`config.mk`:
```
export PLATFORM = sky130hd
export DESIGN_NAME = k2_control_unit
export DESIGN_NICKNAME = d
export VERILOG_FILES = /design/src/rtl/k2_control_unit.sv
export SDC_FILE = /design/constraint.sdc
export NUM_CORES = 1
export LEC_CHECK = 0
export CAP_MARGIN = 20
export CORE_AREA = 2 2 54 56
export CTS_CLUSTER_DIAMETER = 40
export DETAILED_ROUTE_END_ITERATION = 8
export DIE_AREA = 0 0 56 58
export HOLD_SLACK_MARGIN = 0.08
export PLACE_DENSITY = 0.69
export SYNTH_ARGS = -nofsm -noshare
export SYNTH_HDL_FRONTEND = slang
export SYNTH_SLANG_ARGS = --single-unit
export TNS_END_PERCENT = 50
```
`constraint.sdc`:
```
create_clock -name clk -period 2.45 [get_ports clk]
set_input_delay 0.245 -clock clk [delete_from_list [all_inputs] [get_ports clk]]
set_output_delay 0.245 -clock clk [all_outputs]
set_load 0.02 [all_outputs]
```
`src/rtl/k2_control_unit.sv`:
```
// K2 fetch/execute sequencer: owns PC, IR and carry flag, fetches over a
// req/valid handshake and decodes one instruction per EXEC cycle.
module k2_control_unit #(
  parameter int ADDR_W   = 4,
  parameter int RESET_PC = 0
) (
  input  logic              clk,
  input  logic              rst_n,
  input  logic              run,
  input  logic              step,
  output logic [ADDR_W-1:0] imem_addr,
  output logic              imem_req,
  input  logic [7:0]        imem_rdata,
  input  logic              imem_valid,
  input  logic              alu_carry,
  output logic [1:0]        alu_op,
  output logic              imm_sel,
  output logic [2:0]        imm,
  output logic              ra_we,
  output logic              rb_we,
  output logic              ro_we,
  output logic [ADDR_W-1:0] pc,
  output logic              carry,
  output logic              busy
);

  localparam logic [1:0] S_IDLE  = 2'd0;
  localparam logic [1:0] S_FETCH = 2'd1;
  localparam logic [1:0] S_EXEC  = 2'd2;

  localparam logic [1:0] OPC_REG = 2'b00;
  localparam logic [1:0] OPC_J   = 2'b10;
  localparam logic [1:0] OPC_JC  = 2'b11;

  localparam logic [7:0] IR_NOP = 8'h40;

  logic [1:0]        state;
  logic [1:0]        state_nx;
  logic [7:0]        ir;
  logic [ADDR_W-1:0] pc_q;
  logic [ADDR_W-1:0] pc_nx;
  logic              carry_q;

  logic [1:0]        opc;
  logic [1:0]        dst;
  logic              is_reg;
  logic              is_alu;
  logic              exec;
  logic              fetch;
  logic [ADDR_W-1:0] tgt;

  assign opc    = ir[7:6];
  assign dst    = ir[5:4];
  assign is_reg = (opc == OPC_REG);
  assign is_alu = is_reg & ~ir[3];
  assign tgt    = ir[ADDR_W-1:0];
  assign exec   = (state == S_EXEC);
  assign fetch  = (state == S_FETCH);

  assign imem_req  = fetch;
  assign imem_addr = pc_q;
  assign pc        = pc_q;
  assign carry     = carry_q;
  assign busy      = (state != S_IDLE);

  // Datapath controls follow IR in every state; only the enables are gated.
  assign alu_op  = ir[2:1];
  assign imm_sel = is_reg & ir[3];
  assign imm     = ir[2:0];

  assign ra_we = exec & is_reg & (dst == 2'b00);
  assign rb_we = exec & is_reg & (dst == 2'b01);
  assign ro_we = exec & is_reg & (dst == 2'b10);

  always_comb begin
    state_nx = state;
    case (state)
      S_IDLE:  if (run | step) state_nx = S_FETCH;
      S_FETCH: if (imem_valid) state_nx = S_EXEC;
      S_EXEC:  state_nx = run ? S_FETCH : S_IDLE;
      default: state_nx = S_IDLE;
    endcase
  end

  // JC tests the flag as it stands; jumps never touch carry.
  always_comb begin
    pc_nx = pc_q + ADDR_W'(1);
    unique case (1'b1)
      (opc == OPC_J):            pc_nx = tgt;
      (opc == OPC_JC) & carry_q: pc_nx = tgt;
      default: ;
    endcase
  end

  always_ff @(posedge clk or negedge rst_n) begin
    if (!rst_n) begin
      state   <= S_IDLE;
      pc_q    <= ADDR_W'(RESET_PC);
      ir      <= IR_NOP;
      carry_q <= 1'b0;
    end else begin
      state <= state_nx;
      if (fetch & imem_valid)
        ir <= imem_rdata;
      if (exec)
        pc_q <= pc_nx;
      if (exec & is_alu)
        carry_q <= alu_carry;
    end
  end

endmodule

```
======== After elaboration in Yosys (flattened, before gate mapping) ========
Cells that the tools add are included.
storage, ports and cells
  word-level logic and storage cells ...... 35
  memories kept ........................... 0
  input bits .............................. 14
  ROM bits ................................ 0
  RAM bits ................................ 0
  flip-flop bits (word level) ............. 15
  bits in latches ......................... 0
cells by class
  shifts and indexed selects .............. 0
  bitwise logic cells ..................... 11
  div/mod/pow operators ................... 0
  magnitude comparators ................... 0
  $mul .................................... 0
  reductions and logical operators ........ 6
  equality and inequality tests ........... 8
  mux-type cells .......................... 5
  add/sub/neg operators ................... 1
operators with widths
  cell                   count
  $and A1 B1 Y1          9
  $eq A2 B2 Y1 const B   4
  $logic_not A2 Y1       3
  $pmux W2 S3            1
  $add A4 B1 Y4 const B  1
  $eq A2 B1 Y1 const B   2
  $mux W2                2
  $mux W4                1
  $ne A2 B2 Y1 const B   2
  $reduce_and A2 Y1      1
  $reduce_bool A2 Y1     1
  $reduce_or A2 Y1       1
  $mux W1                1
  $not A1 Y1             1
  $or A1 B1 Y1           1

======== Logic depth before layout (Yosys ltp) ========
Gate-level depths: netlist (run 1).
  depth in word-level cells ............... 4
  depth in mapped cells ................... 4
  mapped depth without buffers ............ 4

======== Least setup slack after synthesis (run 1) ========
No wires, ideal clock.
  path kind ............................... reg2out
  from .................................... register state[0]
  to ...................................... output port rb_we
  data arrival time ....................... 1.474 ns
  cell stages (with the launch flop) ...... 4
  slack ................................... 0.731 ns
  path buffers ............................ 0
  data required time ...................... 2.205 ns
  path through ............................ dfrtp_1 -> nand2b_4 -> or3_4 -> nor3b_1
on the way
  longest elaborated chain between the ends .. 3
RTL lines
  element                      line  RTL
  from (decl)                  37    logic [1:0] state;
  from (signal assigned)       102   state <= state_nx;
  $eq A2 B2 Y1                 57    assign exec = (state == S_EXEC);
  $and A1 B1 Y1 (2 in series)  72    assign rb_we = exec & is_reg & (dst == 2'b01);
  to (decl)                    20    output logic rb_we,
Every way passes these cells.

======== Final worst setup path (run 1) ========
  from .................................... register state[0]
  to ...................................... output port ro_we
on the way
  longest elaborated chain between the ends .. 3
RTL lines
  element                      line  RTL
  $eq A2 B2 Y1                 57
  $and A1 B1 Y1 (2 in series)  73    assign ro_we = exec & is_reg & (dst == 2'b10);
  to (decl)                    21    output logic ro_we,
Every way passes these cells.

==> flow_summary_export.csv, run 1 <==
group,metric,value,unit
outcome,status,"finished clean",
routing,drc,0,
worst_setup_path,worstPathArrival,2.11,ns
sta,hold_viol,0,
pwr,ir_worst_vdd,568.7,µV
die,coreArea,0.002663,mm²
sta,skew,0.005336,ns
clock_tree,clk_path_buf_depth,2,
routing,viasPerCell,4.600,
die,initial_utilization,29.65,%
clock_tree,cts_htree_levels,1,
worst_setup_path,crit_fanout,7,
worst_setup_path,cpLargestDelayFamily,"simple AND/OR/NAND/NOR gates",
die,fp.dieH,58,µm
worst_setup_path,cp_cell_sequence,"nand2b_4, or3_4, nor3b_1, clkdlybuf4s50_1",
pwr,leakage,0.4915,nW
sta,relSlewSlack,53.79,%
yosys,avgSynthCellArea,11.12,µm²
clock_tree,cts_tree,"done",
job,maxCapViolations,0,
finish,syn2layout_area_growth,42.00,%
sta,worst_slew_pin_slew,0.6911,ns
worst_setup_path,cp-start-kind,"flop",
clock_tree,post_cts_buffers,0,
placement,gp_congestion,0.6868,
clock_tree,clk_latency,0.28,ns
sta,fmax,425.1,MHz
sta,post-route-period-util,96.01,%
grt,antenna_found_initial,0,
clock_tree,cts_sinks,15,
finish,diodes,0,
grt,grt_pass1_vias,629,
yosys,yosysSeqAreaShare,47.70,%
routing,wl,1.620,mm
placement,post_dp_cell_area,0.001091,mm²
routing,drt-initial-drc-count,2,
sta,setup-tns-final,0,ns
yosys,netlist_instances,71,
finish,n_fill_cell,288,
worst_setup_path,path_buf_inv,1,
die,die-area,0.003248,mm²
yosys,synth_cell_types,27,
finish,nets,115,
sta,final_max_slew_viol_count,0,
yosys,yosysWarnings,0,
pwr,cellPowerDensity,1175,mW/mm²
clock_tree,cts_buffers,3,
yosys,syn_area,789.5,µm²
clock_tree,root_buffer,"clkbuf_4",
worst_setup_path,worst_path_max_delay_cell,"clkdlybuf4s50_1",
finish,design_area,0.001121,mm²
grt,grt_max_degree,16,
yosys,synth-seq-cells,15,
clock_tree,clkTransAtPathRegs,0.09,ns
grt,grt.overflow.total,0,
sta,rsz0062_at_grt,"no",
yosys,synthesis.nets,86,
finish,final_core_util,42.11,%
hold_path,hold_class,"in -> async",
worst_setup_path,end_kind,"output pin",
placement,dp_hpwl,1.291,mm
worst_setup_path,slowest_delay,0.64,ns
sta,whs,0.3751,ns
routing,wl_per_cell,12.46,µm
die,die_w,56,µm
routing,num_vias,598,
grt,grt_usage,11.04,%
routing,drt_pass1_iterations,3,
die,io_pins,34,
pwr,p_total,0.001317,W
routing,drt.antenna.violating_nets,0,
worst_setup_path,critPathRequiredTime,2.20,ns
worst_setup_path,worstSetupPathType,"reg -> out",
finish,drive_gt1_share,18.18,%
sta,period_minus_slack,2.352,ns
sta,setup_violations,0,
finish,final_cell_mix,"32 x clkdlybuf4s50_1, 14 x dfrtp_1, 7 x mux2_2",
grt,grt_first_pass_wirelength,2.780,mm
placement,port_buffers,33,
finish,final_common_cell,"clkdlybuf4s50_1",
die,rows,19,
-- state kept, by name, summed over array words and instances (netlist names) --
| register | count |
|---|---|
| carry | 1 |
| ir | 8 |
| imem_addr | 4 |
| state | 2 |
-- cell type report --
class,instances,area (µm²),area share [%]
clock inverters,1,5.005,0.4464
clock buffers,3,22.52,2.009
multi-input cells,42,326.6,29.13
inverters,5,18.77,1.674
flip-flops and latches,15,376.6,33.59
repair buffers,33,332.8,29.69
well taps,31,38.79,3.460
-- timing repair --
action | in CTS | in global routing
hold buffers | 0 | 0
setup endpoints to repair | 0 | 1
resized for setup | 0 | 1
-- worst register-to-register path, cell delays in order, from the launching register on --
cell,delay (ns)
dfrtp_1,0.44
nand2b_4,0.19
or3_4,0.36
nor2_2,0.10
mux2_1,0.31
-- cell usage after synthesis --
library cell,number,area share (%)
mux2i_1,4,5.1
o22ai_1,1,0.79
nor2_2,1,0.79
nor2_1,1,0.47
a21oi_1,2,1.3
o21ai_2,1,1.1
or3_4,1,1.4
nand2_2,1,0.79
or2_2,1,0.79
a2bb2oi_1,2,2.2
nand2b_4,1,1.7
ha_1,1,1.6
buf_4,9,8.6
and2b_1,1,0.95
nor2b_1,1,0.79
nand2_1,5,2.4
inv_1,5,2.4
nand4_1,1,0.79
nor3b_1,3,2.9
nand3_1,2,1.3
o211ai_1,1,0.95
o21ai_0,2,1.3
dfrtp_1,14,44
mux2_1,1,1.4
mux2_2,7,10
nor3_1,1,0.63
dfstp_2,1,3.3
-- path summary, 6_finish.rpt --
path | from | cells past startpoint | endpoint | slack, ns
worst max-delay path | state[0] | 4 | ro_we | 0.1
worst min-delay path | rst_n | 1 | ir[3] | 0.38
worst max register to register | state[0] | 4 | carry | 0.95
worst min register to register | ir[0] | 1 | ir[0] | 0.55
max in group asynchronous | rst_n | 1 | state[0] | 1.63
min in group clk | run | 3 | state[0] | 0.53
-- report_power, final --
part	switching, W	internal [W]	leakage, nW	total (W)
clock	0.0000788	0.0000605	0.0177	0.000139
combinational	0.000322	0.000369	0.297	0.000691
sequential	0.000127	0.000360	0.177	0.000486
-- per-layer routing --
layer	GRT usage, %	wire length, µm	vias up
met5	0	0	-
met4	5.102	8	0
met3	3.571	118	2
met2	19.16	840	19
met1	12.38	652	283
li1	-	-	294
-- through the flow --
stage               setup WS [ns]  std cells
global placement           0.4291        126
floorplan                  0.7311         71
global route            0.0005014        130
detailed placement         0.3964        126
finish                    0.09780        130
CTS                       0.06699        130
-- cells by family (layout without fill, tap and decap cells) --
| kind of cell | after synthesis | in the layout | share of synthesized area [%] |
|---|---|---|---|
| AO/OA/AOI/OAI | 9 | 9 | 7.609 |
| multiplexers | 12 | 12 | 16.48 |
| flip-flops | 15 | 15 | 47.70 |
| adder cells (fa/ha/maj) | 1 | 1 | 1.585 |
| AND/OR/NAND/NOR | 20 | 20 | 15.69 |
| buffers and inverters | 14 | 42 | 10.93 |
Power figures use the tool's default switching activity.
==> run 2, diff against run 1 <==
--- a/config.mk
+++ b/config.mk
@@ -5,11 +5,12 @@
 export SDC_FILE = /design/constraint.sdc
 export NUM_CORES = 1
 export LEC_CHECK = 0
+export ABC_CLOCK_PERIOD_IN_PS = 2450
 export CAP_MARGIN = 20
-export CORE_AREA = 2 2 54 56
+export CORE_AREA = 5 5 57 59
 export CTS_CLUSTER_DIAMETER = 40
 export DETAILED_ROUTE_END_ITERATION = 8
-export DIE_AREA = 0 0 56 58
+export DIE_AREA = 0 0 62 64
 export HOLD_SLACK_MARGIN = 0.08
 export PLACE_DENSITY = 0.69
 export SYNTH_ARGS = -nofsm -noshare
==> run 2 against run 1 <==
Against the previous run:
- non-clock buffer count did not move
- core utilization stayed put
- routed wire length rose by 4.0%
- sequential power about the same
- design area stayed put
- critical path depth is the same
- flip-flop and latch count unchanged
- clock skew increased by 0.0015 ns
- first-iteration DRC count increased to 5.5 times the previous value
- clock-buffer cell count stayed put
- via count decreased by 1.2%
- final cell count did not move
==> flow_summary_export.csv, run 2 (same netlist as run 1, synthesis figures left out) <==
group,metric,value,unit
outcome,status,"finished clean",
placement,port_buffers,33,
finish,drive_gt1_share,18.18,%
clock_tree,cts_buffers,3,
job,maxCapViolations,0,
clock_tree,cts_hold_buffers,0,
finish,regMostFlops,"ir",
routing,wl,1.685,mm
finish,n_fill_cell,276,
sta,worst_slew_pin_slew,0.6770,ns
pwr,ir_worst_vdd,632.0,µV
clock_tree,post_cts_resized,0,
pwr,cellPowerDensity,1178,mW/mm²
clock_tree,clkTransAtPathRegs,0.09,ns
routing,viasPerCell,4.546,
worst_setup_path,worstSetupPathType,"reg -> out",
finish,largest_register_ffs,8,
worst_setup_path,critPathRequiredTime,2.20,ns
worst_setup_path,worstPathArrival,2.09,ns
clock_tree,post_cts_buffers,0,
pwr,p_comb_share,52.6,%
hold_path,hold_class,"in -> async",
sta,skew,0.006866,ns
routing,drt_pass1_iterations,4,
routing,wl_per_cell,12.96,µm
clock_tree,clk_path_buf_depth,2,
pwr,p_clk_share,10.5,%
worst_setup_path,crit_fanout,7,
pwr,leakage,0.4915,nW
clock_tree,clk_latency,0.28,ns
finish,final_common_cell,"clkdlybuf4s50_1",
placement,dp_hpwl,1.354,mm
worst_setup_path,cp-start-kind,"flop",
finish,final_cell_mix,"32 x clkdlybuf4s50_1, 14 x dfrtp_1, 7 x mux2_2",
worst_setup_path,slowest_delay,0.63,ns
clock_tree,cts_sinks,15,
grt,grt_pass1_vias,597,
pwr,p_switching,0.0005304,W
pwr,seqPwrFrac,36.9,%
sta,post-route-period-util,95.26,%
finish,nets,115,
sta,period_minus_slack,2.334,ns
worst_setup_path,cp-endpoint,"rb_we",
clock_tree,root_buffer,"clkbuf_4",
finish,final_core_util,42.11,%
grt,antenna_found_initial,0,
routing,drt.antenna.violating_nets,0,
routing,drt-initial-drc-count,11,
sta,whs,0.3663,ns
worst_setup_path,reg2reg_to,"carry",
clock_tree,cts_tree,"done",
worst_setup_path,ff2ff_path_depth,4,
sta,setup-tns-final,0,ns
finish,diodes,0,
die,fp.dieH,64,µm
worst_setup_path,cp_cell_sequence,"nand2b_4, or3_4, nor3b_1, clkdlybuf4s50_1",
worst_setup_path,reg2reg_from,"state[0]",
routing,drc,0,
die,die_w,62,µm
routing,num_vias,591,
die,io_pins,34,
sta,rsz0062_at_grt,"no",
die,initial_utilization,29.65,%
pwr,p_int,0.0007896,W
sta,final_max_slew_viol_count,0,
sta,relSlewSlack,54.72,%
grt,grt.overflow.total,0,
grt,grt_max_degree,16,
worst_setup_path,worst_path_max_delay_cell,"clkdlybuf4s50_1",
worst_setup_path,cp_num_cells,4,
grt,grt_first_pass_wirelength,2.739,mm
worst_setup_path,critPathLaunch,"state[0]",
pwr,p_total,0.001320,W
worst_setup_path,end_kind,"output pin",
die,die-area,0.003968,mm²
finish,syn2layout_area_growth,42.00,%
sta,worst_slack,0.1162,ns
worst_setup_path,path_buf_inv,1,
worst_setup_path,cpLargestDelayFamily,"simple AND/OR/NAND/NOR gates",
clock_tree,cts_htree_levels,1,
sta,fmax,428.5,MHz
die,rows,19,
pwr,sw_frac_of_total,40.18,%
die,coreArea,0.002663,mm²
grt,grt_usage,9.231,%
placement,dp_slack,0.4124,ns
sta,hold_viol,0,
worst_setup_path,rrSetupSlack,0.94,ns
placement,gp_congestion,0.7580,
sta,setup_violations,0,
-- run 2: how the worst min path moves through the flow --
stage               end  slack [ns]  cells past startpoint
2_1_floorplan     carry       -0.05                      0
3_3_place_gp      ir[4]        0.54                      1
3_5_place_dp      ir[6]        0.54                      2
4_1_cts        state[0]        0.38                      1
5_1_grt           ir[1]        0.41                      1
6_report       state[1]        0.37                      1
-- run 2: stage by stage --
step | std cells | area (µm²)
finish | 130 | 1121
floorplan | 71 | 789.5
global placement | 126 | 1091
global route | 130 | 1121
detailed placement | 126 | 1091
CTS | 130 | 1119
-- run 2: power by group through the flow --
| stage | clock (W) | combinational [W] | sequential, W |
|---|---|---|---|
| 4_1_cts | 0.000147 | 0.000706 | 0.000489 |
| 3_5_place_dp | 0 | 0.000704 | 0.000493 |
| 6_report | 0.000139 | 0.000694 | 0.000487 |
| 2_1_floorplan | 0 | 0.000437 | 0.000510 |
| 3_3_place_gp | 0 | 0.000694 | 0.000486 |
| 5_1_grt | 0.000160 | 0.000747 | 0.000508 |
-- run 2: layer usage --
layer | track usage [%] | vias to the layer above | wire, µm
met3 | 4.225 | 0 | 168
met2 | 15.41 | 21 | 847
met4 | 1.592 | 0 | 0
met5 | 0 | - | 0
li1 | - | 295 | -
met1 | 10.77 | 275 | 668
-- run 2: worst reg2reg max path: stages, from the launching register on --
cell,delay (ns)
dfrtp_1,0.44
nand2b_4,0.19
or3_4,0.36
nor2_2,0.10
mux2_1,0.32
-- run 2: area by class of cell --
cell class	instances	area, µm²	area share [%]
flip-flops and latches	15	376.6	33.59
repair buffers	33	332.8	29.69
multi-input cells	42	326.6	29.13
well taps	31	38.79	3.460
clock buffers	3	22.52	2.009
inverters	5	18.77	1.674
clock inverters	1	5.005	0.4464
==> run 3, diff against run 2 <==
--- a/config.mk
+++ b/config.mk
@@ -12,7 +12,7 @@
 export DETAILED_ROUTE_END_ITERATION = 8
 export DIE_AREA = 0 0 62 64
 export HOLD_SLACK_MARGIN = 0.08
-export PLACE_DENSITY = 0.69
+export PLACE_DENSITY = 0.65
 export SYNTH_ARGS = -nofsm -noshare
 export SYNTH_HDL_FRONTEND = slang
 export SYNTH_SLANG_ARGS = --single-unit
==> run 3 against run 2 <==
Against the previous run:
- register-to-register slack barely moved
- final cell count unchanged
- combinational power decreased by 0.7%
- maximum frequency up 2.8%
- die area did not move
- clock power decreased by 3%
- sequential share of layout area hardly changed
- core utilization about the same
- setup slack gained 0.063 ns
- clock-buffer cell count rose by 1
- largest cell class unchanged
==> flow_summary_export.csv, run 3 (same netlist as run 1, synthesis figures left out) <==
group,metric,value,unit
clock_tree,cts_htree_levels,1,
clock_tree,clk_path_buf_depth,2,
grt,grt_max_degree,16,
sta,final_max_slew_viol_count,0,
finish,syn2layout_area_growth,42.16,%
pwr,p_total,0.001307,W
pwr,p_switching,0.0005157,W
worst_setup_path,cp_cell_sequence,"nand2b_4, or3_4, nor3_1, clkdlybuf4s50_1",
routing,drt-initial-drc-count,8,
worst_setup_path,worstSetupPathType,"reg -> out",
clock_tree,cts_tree,"done",
routing,drc,0,
die,fp.dieH,64,µm
worst_setup_path,end_kind,"output pin",
sta,setup-tns-final,0,ns
die,rows,19,
pwr,cellPowerDensity,1165,mW/mm²
routing,wl_met3,190,µm
clock_tree,cts_buffers,3,
job,maxCapViolations,0,
clock_tree,clk_latency,0.28,ns
worst_setup_path,slowest_delay,0.63,ns
pwr,sw_frac_of_total,39.45,%
routing,wl,1.591,mm
worst_setup_path,cp-start-kind,"flop",
pwr,p_int,0.0007917,W
routing,drt.antenna.violating_nets,0,
pwr,p_clk_share,10.3,%
worst_setup_path,cpLargestDelayFamily,"simple AND/OR/NAND/NOR gates",
placement,gp_congestion,0.7160,
sta,skew,0.003978,ns
hold_path,hold_class,"in -> async",
sta,hold_viol,0,
pwr,p_comb_share,52.7,%
finish,design_area,0.001122,mm²
finish,largest_register_ffs,8,
routing,top_layer,"met3",
pwr,ir_worst_vdd,755.5,µV
die,initial_utilization,29.65,%
placement,post_dp_cell_area,0.001091,mm²
sta,rsz0062_at_grt,"no",
clock_tree,post_cts_buffers,0,
clock_tree,root_buffer,"clkbuf_4",
outcome,status,"finished clean",
die,die_w,62,µm
finish,drive_gt1_share,17.17,%
grt,grt.overflow.total,0,
routing,wl_per_cell,12.24,µm
worst_setup_path,critPathRequiredTime,2.20,ns
sta,setup_violations,0,
grt,grt_first_pass_wirelength,2.684,mm
die,coreArea,0.002663,mm²
sta,period_minus_slack,2.270,ns
die,io_pins,34,
pwr,seqPwrFrac,37.0,%
sta,post-route-period-util,92.67,%
clock_tree,cts_hold_buffers,0,
worst_setup_path,crit_fanout,7,
worst_setup_path,path_buf_inv,1,
finish,regMostFlops,"ir",
placement,port_buffers,33,
routing,viasPerCell,4.662,
grt,antenna_found_initial,0,
routing,num_vias,606,
placement,dp_hpwl,1.319,mm
worst_setup_path,worst_path_max_delay_cell,"clkdlybuf4s50_1",
die,die-area,0.003968,mm²
finish,n_fill_cell,273,
sta,fmax,440.4,MHz
finish,final_cell_mix,"31 x clkdlybuf4s50_1, 14 x dfrtp_1, 7 x mux2_2",
worst_setup_path,worstPathArrival,2.03,ns
pwr,leakage,0.5074,nW
sta,whs,0.3515,ns
sta,worst_slew_pin_slew,0.6349,ns
routing,wl_met2,799,µm
routing,wl_met1,602,µm
clock_tree,clkTransAtPathRegs,0.08,ns
sta,relSlewSlack,57.54,%
routing,drt_pass1_iterations,4,
grt,grt_usage,9.120,%
clock_tree,cts_sinks,15,
finish,diodes,0,
grt,grt_pass1_vias,585,
finish,final_common_cell,"clkdlybuf4s50_1",
finish,nets,115,
-- run 3: layer usage --
metal	global-route usage, %	up-vias
met2	14.64	21
met5	0	-
met1	10.79	291
li1	-	294
met4	1.592	0
met3	4.829	0
-- run 3: final cells by class --
| class | count | area (µm²) | area share, % |
|---|---|---|---|
| sequential | 15 | 376.6 | 33.56 |
| timing repair buffer | 33 | 335.3 | 29.88 |
| multi-input combinational | 42 | 326.6 | 29.10 |
| tap | 31 | 38.79 | 3.456 |
| clock buffer | 4 | 26.28 | 2.341 |
| inverter | 5 | 18.77 | 1.672 |
-- run 3: timing repair --
item,4_1_cts,5_1_grt
endpoints found under the setup margin,0,2
gates resized for setup,0,2
hold endpoints to repair,0,0
-- run 3: stage by stage --
stage                     cells  setup slack, ns  util, %
after detailed placement    126           0.3676    40.98
final                       130           0.1795    42.15
after CTS                   130          0.05688    41.96
after floorplan              71           0.7311        -
after global placement      126           0.4308    40.98
after global routing        130          0.04261    42.15
-- run 3: power groups by stage --
| stage | sequential, W | clock [W] | combinational [W] |
|---|---|---|---|
| 3_3_place_gp | 0.000485 | 0 | 0.000695 |
| 2_1_floorplan | 0.000510 | 0 | 0.000437 |
| 4_1_cts | 0.000485 | 0.000140 | 0.000702 |
| 5_1_grt | 0.000506 | 0.000160 | 0.000743 |
| 3_5_place_dp | 0.000491 | 0 | 0.000699 |
| 6_report | 0.000484 | 0.000135 | 0.000689 |
-- run 3: worst paths after layout --
kind,from,to,depth (start not counted),slack (ns)
worst max-delay path,state[0],ra_we,4,0.18
worst min-delay path,rst_n,imem_addr[3],1,0.35
worst max register to register,state[0],carry,4,0.94
worst min register to register,ir[0],ir[0],1,0.54
max in group asynchronous,rst_n,carry,1,1.69
min in group clk,imem_rdata[6],ir[6],3,0.53
==> RTL change, RTL diff (settings of run 2) <==
Register the outputs `imem_req`, `alu_op`, `imm_sel`, `imm`, `ra_we`, `rb_we`, `ro_we` and `busy`, with the module's reset; this adds one clock of latency there. The other outputs are not delayed to match.
--- a/src/rtl/k2_control_unit.sv
+++ b/src/rtl/k2_control_unit.sv
@@ -59,3 +59,2 @@
 
-  assign imem_req  = fetch;
   assign imem_addr = pc_q;
@@ -63,12 +62,26 @@
   assign carry     = carry_q;
-  assign busy      = (state != S_IDLE);
+  always_ff @(posedge clk or negedge rst_n) begin
+    if (!rst_n) begin
+      imem_req <= '0;
+      alu_op   <= '0;
+      imm_sel  <= '0;
+      imm      <= '0;
+      ra_we    <= '0;
+      rb_we    <= '0;
+      ro_we    <= '0;
+      busy     <= '0;
+    end else begin
+      imem_req <= fetch;
+      alu_op   <= ir[2:1];
+      imm_sel  <= is_reg & ir[3];
+      imm      <= ir[2:0];
+      ra_we    <= exec & is_reg & (dst == 2'b00);
+      rb_we    <= exec & is_reg & (dst == 2'b01);
+      ro_we    <= exec & is_reg & (dst == 2'b10);
+      busy     <= (state != S_IDLE);
+    end
+  end
 
   // Datapath controls follow IR in every state; only the enables are gated.
-  assign alu_op  = ir[2:1];
-  assign imm_sel = is_reg & ir[3];
-  assign imm     = ir[2:0];
 
-  assign ra_we = exec & is_reg & (dst == 2'b00);
-  assign rb_we = exec & is_reg & (dst == 2'b01);
-  assign ro_we = exec & is_reg & (dst == 2'b10);
 
Formal check against the unedited RTL: not equivalent (a bounded check fails within 4 cycles, from zero or initial values and one cycle with rst_n low).
==> RTL change against run 2 <==
Utilization up 8.9 points; total power grew 28%; sequential cell count increased by 9; area after synthesis grew 25%; largest power group unchanged; worst setup slack better by 0.64 ns; synthesized cell count increased by 7.0%; highest routed layer unchanged; cell area up 21%; fmax grew 38%; wire length increased by 16%; register-to-register slack about the same; critical endpoint is now pc[1].
==> RTL change: results (changes against run 2) <==
stage,metric,value,unit,change
routing,Final Routed Wirelength,1950,um,+16%
routing,vias per std cell,4.86,,+7.0%
clocking,clock latency on the worst-skew pair,0.30,ns,+0.02 ns
layout,max reg flops,8,,unchanged
placement,I/O Buffers,33,,unchanged
power_and_ir_drop,leakage power,0.583,nW,+19%
clocking,Worst-path clk slew,0.13,ns,+0.04 ns
power_and_ir_drop,VDD IR-drop max,0.000651,V,+3.0%
global_route,largest net degree at the start of global routing,15,,-1
routing,drt first pass iters,4,,unchanged
layout,layout cell share with drive strength beyond 1,17.6,%,-0.59 points
worst_setup_path,crit-path max FO,6,,-1
min_path,type of the worst min-delay path,in -> async,,
layout,fillers,247,,-11%
sta,Slew Limit Headroom,68.2,%,+13 points
layout,Layout Cells excl Fill,139,,+6.9%
clocking,Post-CTS Setup Bufs,0,,unchanged
logic_synthesis,post-synthesis sequential area ratio,60.8,%,+13 points
logic_synthesis,Mapped Nets,91,,+5.8%
layout,fin nets,124,,+7.8%
run,maximum capacitance violations,0,,unchanged
routing,1st-iter DRT viols,3,,-8
logic_synthesis,synth unique cells,27,,unchanged
sta,Fin Clk Skew,0.00302,ns,-0.00384 ns
global_route,vias in the first global route,738,,+24%
layout,Reg with most FFs,ir,,
logic_synthesis,fraction of registers with async set/reset,100,%,unchanged
worst_setup_path,slowest cell delay on critical path,0.66,ns,+0.03 ns
worst_setup_path,CP top delay family,buffers and inverters,,
global_route,global-route wire length before repair,3260,um,+19%
placement,Detailed Place HPWL,1550,um,+14%
status,status,"finished, final reports clean",,
layout,Antenna Cells,0,,unchanged
layout,Reg area,602,um^2,+60%
logic_synthesis,Synth top cells by count,"23 x dfrtp_1, 7 x mux2_2, 6 x buf_4",,
logic_synthesis,dominant cells by area after synthesis,"dfrtp_1 58%, mux2_2 8.0%, buf_4 4.6%",,
worst_setup_path,CP arrival,1.45,ns,-0.64 ns
logic_synthesis,Ys Warns,0,,unchanged
placement,pre-CTS setup slack,0.955,ns,+0.543 ns
worst_setup_path,crit path max-delay cell type,clkdlybuf4s50_1,,
placement,Placer Congestion,0.753,,-0.67%
logic_synthesis,post-synthesis cell count,76,,+7.0%
placement,Post-DP Area,0.00132,mm^2,+21%
global_route,GRT Total Usage,10.7,%,+1.4 points
[RTL change: where the power goes]
| group | total, mW | internal [mW] | switching [mW] |
|---|---|---|---|
| clock network | 0.201 | 0.0906 | 0.110 |
| logic | 0.770 | 0.409 | 0.361 |
| registers | 0.724 | 0.567 | 0.157 |
| total | 1.69 | 1.07 | 0.628 |
[RTL change: worst paths after layout]
kind | to | startpoint | slack, ns | cells past startpoint
worst max-delay path | pc[1] | imem_addr[1]$_DFFE_PN0N_ | 0.76 | 1
worst min-delay path | imem_addr[1]$_DFFE_PN0N_ | rst_n | 0.25 | 1
worst max register to register | carry$_DFFE_PN0P_ | state[0]$_DFFE_PN0P_ | 0.94 | 4
worst min register to register | alu_op[1]$_DFF_PN0_ | ir[2]$_DFFE_PN0P_ | 0.42 | 0
max in group asynchronous | ir[3]$_DFFE_PN0P_ | rst_n | 1.63 | 2
min in group clk | alu_op[1]$_DFF_PN0_ | ir[2]$_DFFE_PN0P_ | 0.42 | 0
[RTL change: cell type report]
type	instances	share of cell area, %
inverters	3	0.829
repair buffers	34	24.9
well taps	31	2.86
flip-flops and latches	24	44.3
clock buffers	4	2.67
multi-input cells	43	24.4
[RTL change: metal layers]
layer / track usage, % / vias up / part of all wire (%)
met5: 0 / - / 0
met4: 2.39 / 0 / 0
met3: 2.01 / 0 / 5.4
met2: 18.0 / 19 / 52
met1: 13.8 / 338 / 43
li1: - / 319 / -
[RTL change: kinds of logic (layout without fill, tap and decap cells)]
| group | count (synthesis) | after routing | synth area share [%] |
|---|---|---|---|
| DFF | 24 | 24 | 60.8 |
| and+or+nand+nor | 21 | 21 | 13.3 |
| muxes | 11 | 11 | 12.1 |
| AOI/OAI and AO/OA | 10 | 10 | 6.83 |
| buffers and inverters | 9 | 41 | 5.69 |
| adders and majority gates | 1 | 1 | 1.26 |
